===== config.mk =====
export PLATFORM = sky130hd
export DESIGN_NAME = decimal_sub_sequencer
export DESIGN_NICKNAME = d
export VERILOG_FILES = /design/src/rtl/decimal_sub_sequencer.sv
export SDC_FILE = /design/constraint.sdc
export NUM_CORES = 1
export LEC_CHECK = 0
export CAP_MARGIN = 10
export CORE_ASPECT_RATIO = 0.75
export CORE_MARGIN = 2
export CORE_UTILIZATION = 30
export CTS_CLUSTER_SIZE = 25
export DETAILED_ROUTE_END_ITERATION = 6
export GPL_TIMING_DRIVEN = 0
export SLEW_MARGIN = 30
export SYNTH_ARGS = -nofsm -noshare
export SYNTH_HDL_FRONTEND = slang
export SYNTH_SLANG_ARGS = --single-unit

===== constraint.sdc =====
create_clock -name clk -period 3.42 [get_ports clk]
set_input_delay 0.513 -clock clk [delete_from_list [all_inputs] [get_ports clk]]
set_output_delay 0.513 -clock clk [all_outputs]
set_load 0.005 [all_outputs]

===== src/rtl/decimal_sub_sequencer.sv =====
`default_nettype none
// ============================================================================
// Module   : decimal_sub_sequencer
// Purpose  : Multi-cycle decimal floating-point subtractor, R = A - B, on
//            DIGITS-digit BCD mantissas. It aligns the exponents, then runs a
//            digit-serial BCD add or subtract (one digit per cycle, least
//            significant digit first). After that it applies the sign fix-up
//            (ten's complement), carry renormalisation and optional
//            leading-zero normalisation, and raises the result flags.
// Ports    : clk, rst_n (async, active-low)
//            in_valid/in_ready   operand handshake (in_ready high only in IDLE)
//            a_sign/a_exp/a_man, b_sign/b_exp/b_man   operands
//            out_valid/out_ready result handshake (result held until accepted)
//            r_sign/r_exp/r_man  result
//            overflow/underflow/inexact  flags, valid with out_valid
//            busy                high whenever not IDLE
// Config   : DSUB_NORM_EN - when defined, NORM shifts out leading zeros.
//            When undefined, the result is left unnormalised.
// Revision : 1.0  initial release
// ============================================================================
module decimal_sub_sequencer #(
  parameter int unsigned DIGITS  = 7,
  parameter int unsigned EXP_W   = 8,
  parameter int unsigned EXP_MAX = 'hC0
) (
  input  logic                  clk,
  input  logic                  rst_n,
  input  logic                  in_valid,
  output logic                  in_ready,
  input  logic                  a_sign,
  input  logic [EXP_W-1:0]      a_exp,
  input  logic [4*DIGITS-1:0]   a_man,
  input  logic                  b_sign,
  input  logic [EXP_W-1:0]      b_exp,
  input  logic [4*DIGITS-1:0]   b_man,
  output logic                  out_valid,
  input  logic                  out_ready,
  output logic                  r_sign,
  output logic [EXP_W-1:0]      r_exp,
  output logic [4*DIGITS-1:0]   r_man,
  output logic                  overflow,
  output logic                  underflow,
  output logic                  inexact,
  output logic                  busy
);

  localparam int unsigned MW    = 4 * DIGITS;
  localparam int unsigned CNT_W = $clog2(DIGITS + 1);

  typedef enum logic [2:0] {
    S_IDLE, S_ALIGN, S_ARITH, S_FIX, S_CARRY, S_NORM, S_DONE
  } state_t;

  state_t             r_state;
  logic [MW-1:0]      r_man_a, r_man_b, r_res;
  logic [EXP_W-1:0]   r_exp_acc, r_diff;
  logic [CNT_W-1:0]   r_cnt;
  logic               r_carry;     // carry (add) or borrow (sub / fix)
  logic               r_sticky;
  logic               r_shift_a;   // A has the smaller exponent
  logic               r_eff_add;
  logic               r_a_sign;
  logic               r_neg;       // FIX ran: magnitude result was negative

  // ---------------- digit-serial BCD adder / subtractor --------------------
  logic [3:0] w_op_a, w_op_b, w_digit, w_drop;
  logic [4:0] w_sum, w_sum_adj, w_dif, w_dif_adj;
  logic       w_cout;

  always_comb begin
    w_op_a = r_man_a[3:0];
    w_op_b = r_man_b[3:0];
    // Ten's complement is computed as 0 - R with the same subtractor.
    if (r_state == S_FIX) begin
      w_op_a = 4'd0;
      w_op_b = r_res[3:0];
    end
    w_sum     = {1'b0, w_op_a} + {1'b0, w_op_b} + {4'd0, r_carry};
    w_sum_adj = w_sum - 5'd10;
    // Bias by 10 so the difference never goes negative; < 10 means borrow.
    w_dif     = {1'b0, w_op_a} + 5'd10 - {1'b0, w_op_b} - {4'd0, r_carry};
    w_dif_adj = w_dif - 5'd10;
    if (r_state == S_ARITH && r_eff_add) begin
      w_cout  = (w_sum > 5'd9);
      w_digit = w_cout ? w_sum_adj[3:0] : w_sum[3:0];
    end else begin
      w_cout  = (w_dif < 5'd10);
      w_digit = w_cout ? w_dif[3:0] : w_dif_adj[3:0];
    end
    w_drop = r_shift_a ? r_man_a[3:0] : r_man_b[3:0];
  end

  // ---------------- normalisation control ----------------------------------
  logic w_msd_zero, w_res_nz, w_norm_shift, w_unf;
  assign w_msd_zero = (r_res[MW-1 -: 4] == 4'd0);
  assign w_res_nz   = |r_res;
`ifdef DSUB_NORM_EN
  assign w_norm_shift = w_msd_zero && w_res_nz && (r_exp_acc != '0);
  assign w_unf        = w_msd_zero && w_res_nz && (r_exp_acc == '0);
`else
  assign w_norm_shift = 1'b0;
  assign w_unf        = 1'b0;
`endif

  logic w_ovf;
  assign w_ovf = (r_exp_acc >= EXP_W'(EXP_MAX));

  // ---------------- sequencer ----------------------------------------------
  always_ff @(posedge clk or negedge rst_n) begin
    if (!rst_n) begin
      r_state   <= S_IDLE;
      r_man_a   <= '0;
      r_man_b   <= '0;
      r_res     <= '0;
      r_exp_acc <= '0;
      r_diff    <= '0;
      r_cnt     <= '0;
      r_carry   <= 1'b0;
      r_sticky  <= 1'b0;
      r_shift_a <= 1'b0;
      r_eff_add <= 1'b0;
      r_a_sign  <= 1'b0;
      r_neg     <= 1'b0;
      in_ready  <= 1'b1;
      out_valid <= 1'b0;
      busy      <= 1'b0;
      r_sign    <= 1'b0;
      r_exp     <= '0;
      r_man     <= '0;
      overflow  <= 1'b0;
      underflow <= 1'b0;
      inexact   <= 1'b0;
    end else begin
      case (r_state)
        S_IDLE: begin
          if (in_valid) begin
            r_man_a   <= a_man;
            r_man_b   <= b_man;
            r_a_sign  <= a_sign;
            r_eff_add <= a_sign ^ b_sign;
            r_shift_a <= (a_exp < b_exp);
            r_exp_acc <= (a_exp >= b_exp) ? a_exp : b_exp;
            r_diff    <= (a_exp >= b_exp) ? (a_exp - b_exp) : (b_exp - a_exp);
            r_sticky  <= 1'b0;
            r_neg     <= 1'b0;
            in_ready  <= 1'b0;
            busy      <= 1'b1;
            r_state   <= S_ALIGN;
          end
        end
        S_ALIGN: begin
          if (r_diff > EXP_W'(DIGITS)) begin
            // Everything would fall off the end: zero it in one step.
            if (r_shift_a) begin
              r_sticky <= r_sticky | (|r_man_a);
              r_man_a  <= '0;
            end else begin
              r_sticky <= r_sticky | (|r_man_b);
              r_man_b  <= '0;
            end
            r_diff <= '0;
          end else if (r_diff != '0) begin
            r_sticky <= r_sticky | (w_drop != 4'd0);
            if (r_shift_a) r_man_a <= {4'd0, r_man_a[MW-1:4]};
            else           r_man_b <= {4'd0, r_man_b[MW-1:4]};
            r_diff <= r_diff - 1'b1;
          end else begin
            r_cnt   <= '0;
            r_carry <= 1'b0;
            r_state <= S_ARITH;
          end
        end
        S_ARITH: begin
          // Result digits enter at the top so the LSD ends up at [3:0].
          r_res   <= {w_digit, r_res[MW-1:4]};
          r_man_a <= {4'd0, r_man_a[MW-1:4]};
          r_man_b <= {4'd0, r_man_b[MW-1:4]};
          r_carry <= w_cout;
          r_cnt   <= r_cnt + 1'b1;
          if (r_cnt == CNT_W'(DIGITS - 1)) begin
            r_cnt   <= '0;
            r_carry <= 1'b0;
            if (w_cout && !r_eff_add) begin
              r_neg   <= 1'b1;
              r_state <= S_FIX;
            end else if (w_cout) begin
              r_state <= S_CARRY;
            end else begin
              r_state <= S_NORM;
            end
          end
        end
        S_FIX: begin
          r_res   <= {w_digit, r_res[MW-1:4]};
          r_carry <= w_cout;
          r_cnt   <= r_cnt + 1'b1;
          if (r_cnt == CNT_W'(DIGITS - 1)) r_state <= S_NORM;
        end
        S_CARRY: begin
          r_sticky  <= r_sticky | (r_res[3:0] != 4'd0);
          r_res     <= {4'b0001, r_res[MW-1:4]};
          r_exp_acc <= r_exp_acc + 1'b1;
          r_state   <= S_NORM;
        end
        S_NORM: begin
          if (w_norm_shift) begin
            r_res     <= {r_res[MW-5:0], 4'd0};
            r_exp_acc <= r_exp_acc - 1'b1;
          end else begin
            r_man     <= r_res;
            r_exp     <= r_exp_acc;
            r_sign    <= w_res_nz ? (r_neg ? ~r_a_sign : r_a_sign) : 1'b0;
            overflow  <= w_ovf;
            underflow <= w_unf;
            inexact   <= r_sticky | w_ovf;
            out_valid <= 1'b1;
            r_state   <= S_DONE;
          end
        end
        S_DONE: begin
          if (out_ready) begin
            out_valid <= 1'b0;
            in_ready  <= 1'b1;
            busy      <= 1'b0;
            r_state   <= S_IDLE;
          end
        end
        default: r_state <= S_IDLE;
      endcase
    end
  end

endmodule
`default_nettype wire


==> out/summary.txt <==
status -> completed
# port buffers -> 119
top_reg_cell synth -> dfrtp_1
boundary pin count -> 121
area share of the largest cell type after synthesis -> 47.4%
Post-Syn Nets -> 926
Root Driver -> clkbuf_16
std cell rows -> 51
H-tree depth -> 4
P_int -> 6.39 mW
Post-DP Area -> 9760 µm²
Mapped Cells -> 812
critical-path maximum fanout -> 5
area leader, netlist -> dfrtp_1
initial antenna violation count -> 0
Post-Syn Area -> 8070 µm²
Die W -> 193 µm
first-pass GRT wire length -> 35000 µm
DRT Pass-1 Iters -> 5
wire per inst -> 16.2 µm
hpwl dp -> 16200 µm
sequential power share -> 31.6%
Worst VDD drop -> 0.419 mV
number of global-route vias before repair -> 6499
Syn Area/Cell -> 9.94 µm²
Die ar. -> 28300 µm²
share of cells above drive strength 1 -> 14.9%
Worst-Margin Slew -> 0.947 ns
max_slew headroom -> 36.7%
Starting Density -> 30.8%
drt initial violations -> 453
Cell variety after synth -> 55
FF/Latch Area -> 3860 µm²
grt ovf -> 0
largest net degree at the start of global routing -> 68
final hold vios -> 0
PwrDens -> 1020 nW/µm²
Power, Total -> 10.7 mW
Area contributors post-synth -> dfrtp_1 47%, mux2_2 8.9%, ha_1 4.5%, a22oi_1 4.5%, o21ai_0 4.4%
Final Cell Area -> 10500 µm²
switch share -> 40.4%
clock share of power -> 17.2%
RD Place Congestion -> 0.811
CTS clk-pin slew, worst paths -> 0.07 ns
via count -> 6658
YS warnings -> 0
DR vias/cell -> 5.04
CORE AREA -> 26200 µm²
CTS tree -> done
Die Y -> 146 µm
Worst Skew -> 0.0114 ns
antenna viol nets, final -> 0
Final WS setup -> 0.123 ns
fill count -> 2587
ANT cells -> 0
NumNets Final -> 1078
final core occ -> 40.1%
Leak -> 4.52 nW
Final Max Slew Viols -> 0
critical path capture point type -> flop
asr flop ratio synth -> 100%
Hold WC Path Type -> flop to flop
crit share post-route -> 96.4%
insertion delay to the later sink of the worst-skew pair -> 0.42 ns
post-synthesis to final-layout area growth -> 30.3%
crit path DAT -> 3.60 ns
Post-synth EDFFs -> 0
Startpoint Class -> flop
sw power -> 4.33 mW
post-route minimum period -> 3.30 ns
CP Data Required Time -> 3.73 ns
final hold slack -> 0.490 ns
Logic pwr share -> 51.2%
Seq/Total Area, Yosys -> 47.8%
max_cap viols -> 0
CTS Buf Count -> 17
DRC -> 0
GRT Total Usage -> 15.3%
final setup vio count -> 0
Clock Sinks -> 154
FF+latch count, synth -> 154
area of the multi-input gates -> 3940 µm²
final WL -> 21500 µm
dpl ws -> -0.388 ns
buffer depth of the longest clock path -> 2
critical path type -> flop to flop
Highest Clock Rate -> 303 MHz
==> sequential cells by signal, indices dropped and copies added, names as in the netlist <==
name and count:
r_res 28, r_shift_a 1, r_man_b 28, r_eff_add 1, r_sign 1, r_neg 1, r_man 28, out_valid 1
overflow 1, r_exp_acc 8, r_exp 8, busy 1, r_man_a 28, in_ready 1, r_a_sign 1, r_cnt 3
r_sticky 1, r_carry 1, inexact 1, r_diff 8, r_state 3
==> metal layers <==
metal / vias to the layer above / global-route usage [%] / share of wire (%)
li1: 3212 / - / -
met2: 169 / 22.0 / 42
met1: 3267 / 23.4 / 52
met5: - / 0 / 0
met4: 0 / 2.52 / 0.47
met3: 10 / 3.53 / 5.1
==> worst paths after layout <==
kind / cells after the start / slack, ns / from / endpoint
max: 16 / 0.12 / r_state[1] / r_state[1]
min: 2 / 0.49 / overflow / overflow
max reg2reg: 16 / 0.12 / r_state[1] / r_state[1]
min reg2reg: 2 / 0.49 / overflow / overflow
max in group asynchronous: 3 / 2.17 / rst_n / r_man_b[18]
min in group asynchronous: 2 / 0.56 / rst_n / r_man[9]
==> Yosys cell counts (3+ instances only) <==
cell	count
a21o_1	5
o21ai_1	3
xor2_1	4
a22o_1	4
nand4_1	6
dfrtp_1	153
clkbuf_1	27
nor3_1	11
a21oi_1	61
nand2b_1	5
nor4_1	19
a31oi_1	3
a211oi_1	4
and2_1	6
inv_1	38
nand3_1	15
nand2_1	77
o211ai_1	5
buf_1	4
o21ai_0	71
buf_2	8
fa_1	7
a22oi_1	48
ha_1	29
o22ai_1	7
mux2_2	64
xnor2_1	8
mux2i_1	13
buf_4	4
nor2_1	68
nor2b_1	6
==> power by group through the flow <==
| stage | logic (mW) | registers (mW) | clock network, mW |
|---|---|---|---|
| finish | 5.49 | 3.39 | 1.84 |
| global route | 6.14 | 3.51 | 1.97 |
| CTS | 4.97 | 3.40 | 1.88 |
| detailed placement | 4.88 | 3.41 | 0 |
| global placement | 4.77 | 3.39 | 0 |
| floorplan | 3.44 | 3.16 | 0 |
==> timing repair <==
action | in CTS | in global routing
setup buffers | 1 | 12
pin swaps | 2 | 10
hold buffers | 1 | 0
endpoints found under the hold margin | 39 | 0
endpoints found under the setup margin | 7 | 6
gates cloned | 0 | 0
resized for setup | 7 | 16
==> cell usage in the layout, fill, tap and decap left out, types with 4 or more instances in the layout <==
cell             synthesis  routed
buf_4                    4      16
a22oi_1                 48      48
nand4_1                  6       6
clkinv_4                 0       5
clkbuf_1                27      25
mux2i_1                 13      13
clkdlybuf4s50_1          0     118
nor3_1                  11      11
buf_2                    8       7
and2_1                   6       6
dfrtp_1                153     152
nor2_1                  68      66
a22o_1                   4       4
ha_1                    29      27
nand3_1                 15      15
clkbuf_16                0      17
a21oi_1                 61      60
nand2b_1                 5       5
xor2_1                   4       4
nor4_1                  19      18
o21ai_1                  3       4
buf_1                    4       4
fa_1                     7       6
o22ai_1                  7       7
a21o_1                   5       5
nor2b_1                  6       6
xnor2_1                  8       7
inv_1                   38      35
inv_6                    0       4
o211ai_1                 5       5
mux2_2                  64      63
nand2_1                 77      76
o21ai_0                 71      68
==> through the flow <==
step / TNS (ns) / instances
after detailed placement: -1.91 / 1277
after global routing: -0.0115 / 1321
after CTS: 0 / 1309
after global placement: -710.84 / 1275
final: 0 / 1321
after floorplan: 0 / 812
==> kinds of logic (layout without fill, tap and decap cells) <==
family / after synthesis / in the layout / share of synthesized area [%]
AO/OA/AOI/OAI: 226 / 226 / 17.0
XOR/XNOR: 12 / 12 / 1.30
adder cells (fa/ha/maj): 36 / 36 / 6.23
buffers and inverters: 82 / 247 / 4.22
flip-flops: 154 / 154 / 47.8
multiplexers: 79 / 79 / 10.9
other: 1 / 1 / 0.0465
AND/OR/NAND/NOR: 222 / 222 / 12.6
==> final cells by class <==
class | instances | area share, %
inverters | 38 | 1.36
well taps | 344 | 4.09
multi-input cells | 576 | 37.5
repair buffers | 135 | 13.1
clock buffers | 18 | 4.18
flip-flops and latches | 154 | 36.7
clock inverters | 14 | 1.31
plain buffers | 42 | 1.83
==> critical path, stage by stage (launching register included) <==
cell	delay (ns)
dfrtp_1	0.41
inv_2	0.08
nor2_4	0.12
nand2_4	0.08
mux2_4	0.33
ha_2	0.19
inv_2	0.05
fa_1	0.41
ha_2	0.19
fa_2	0.59
inv_2	0.05
o21ai_4	0.18
buf_12	0.13
buf_6	0.09
nor4_2	0.03
o21ai_1	0.17
nand2_1	0.08
(Power assumes the default switching activity.)
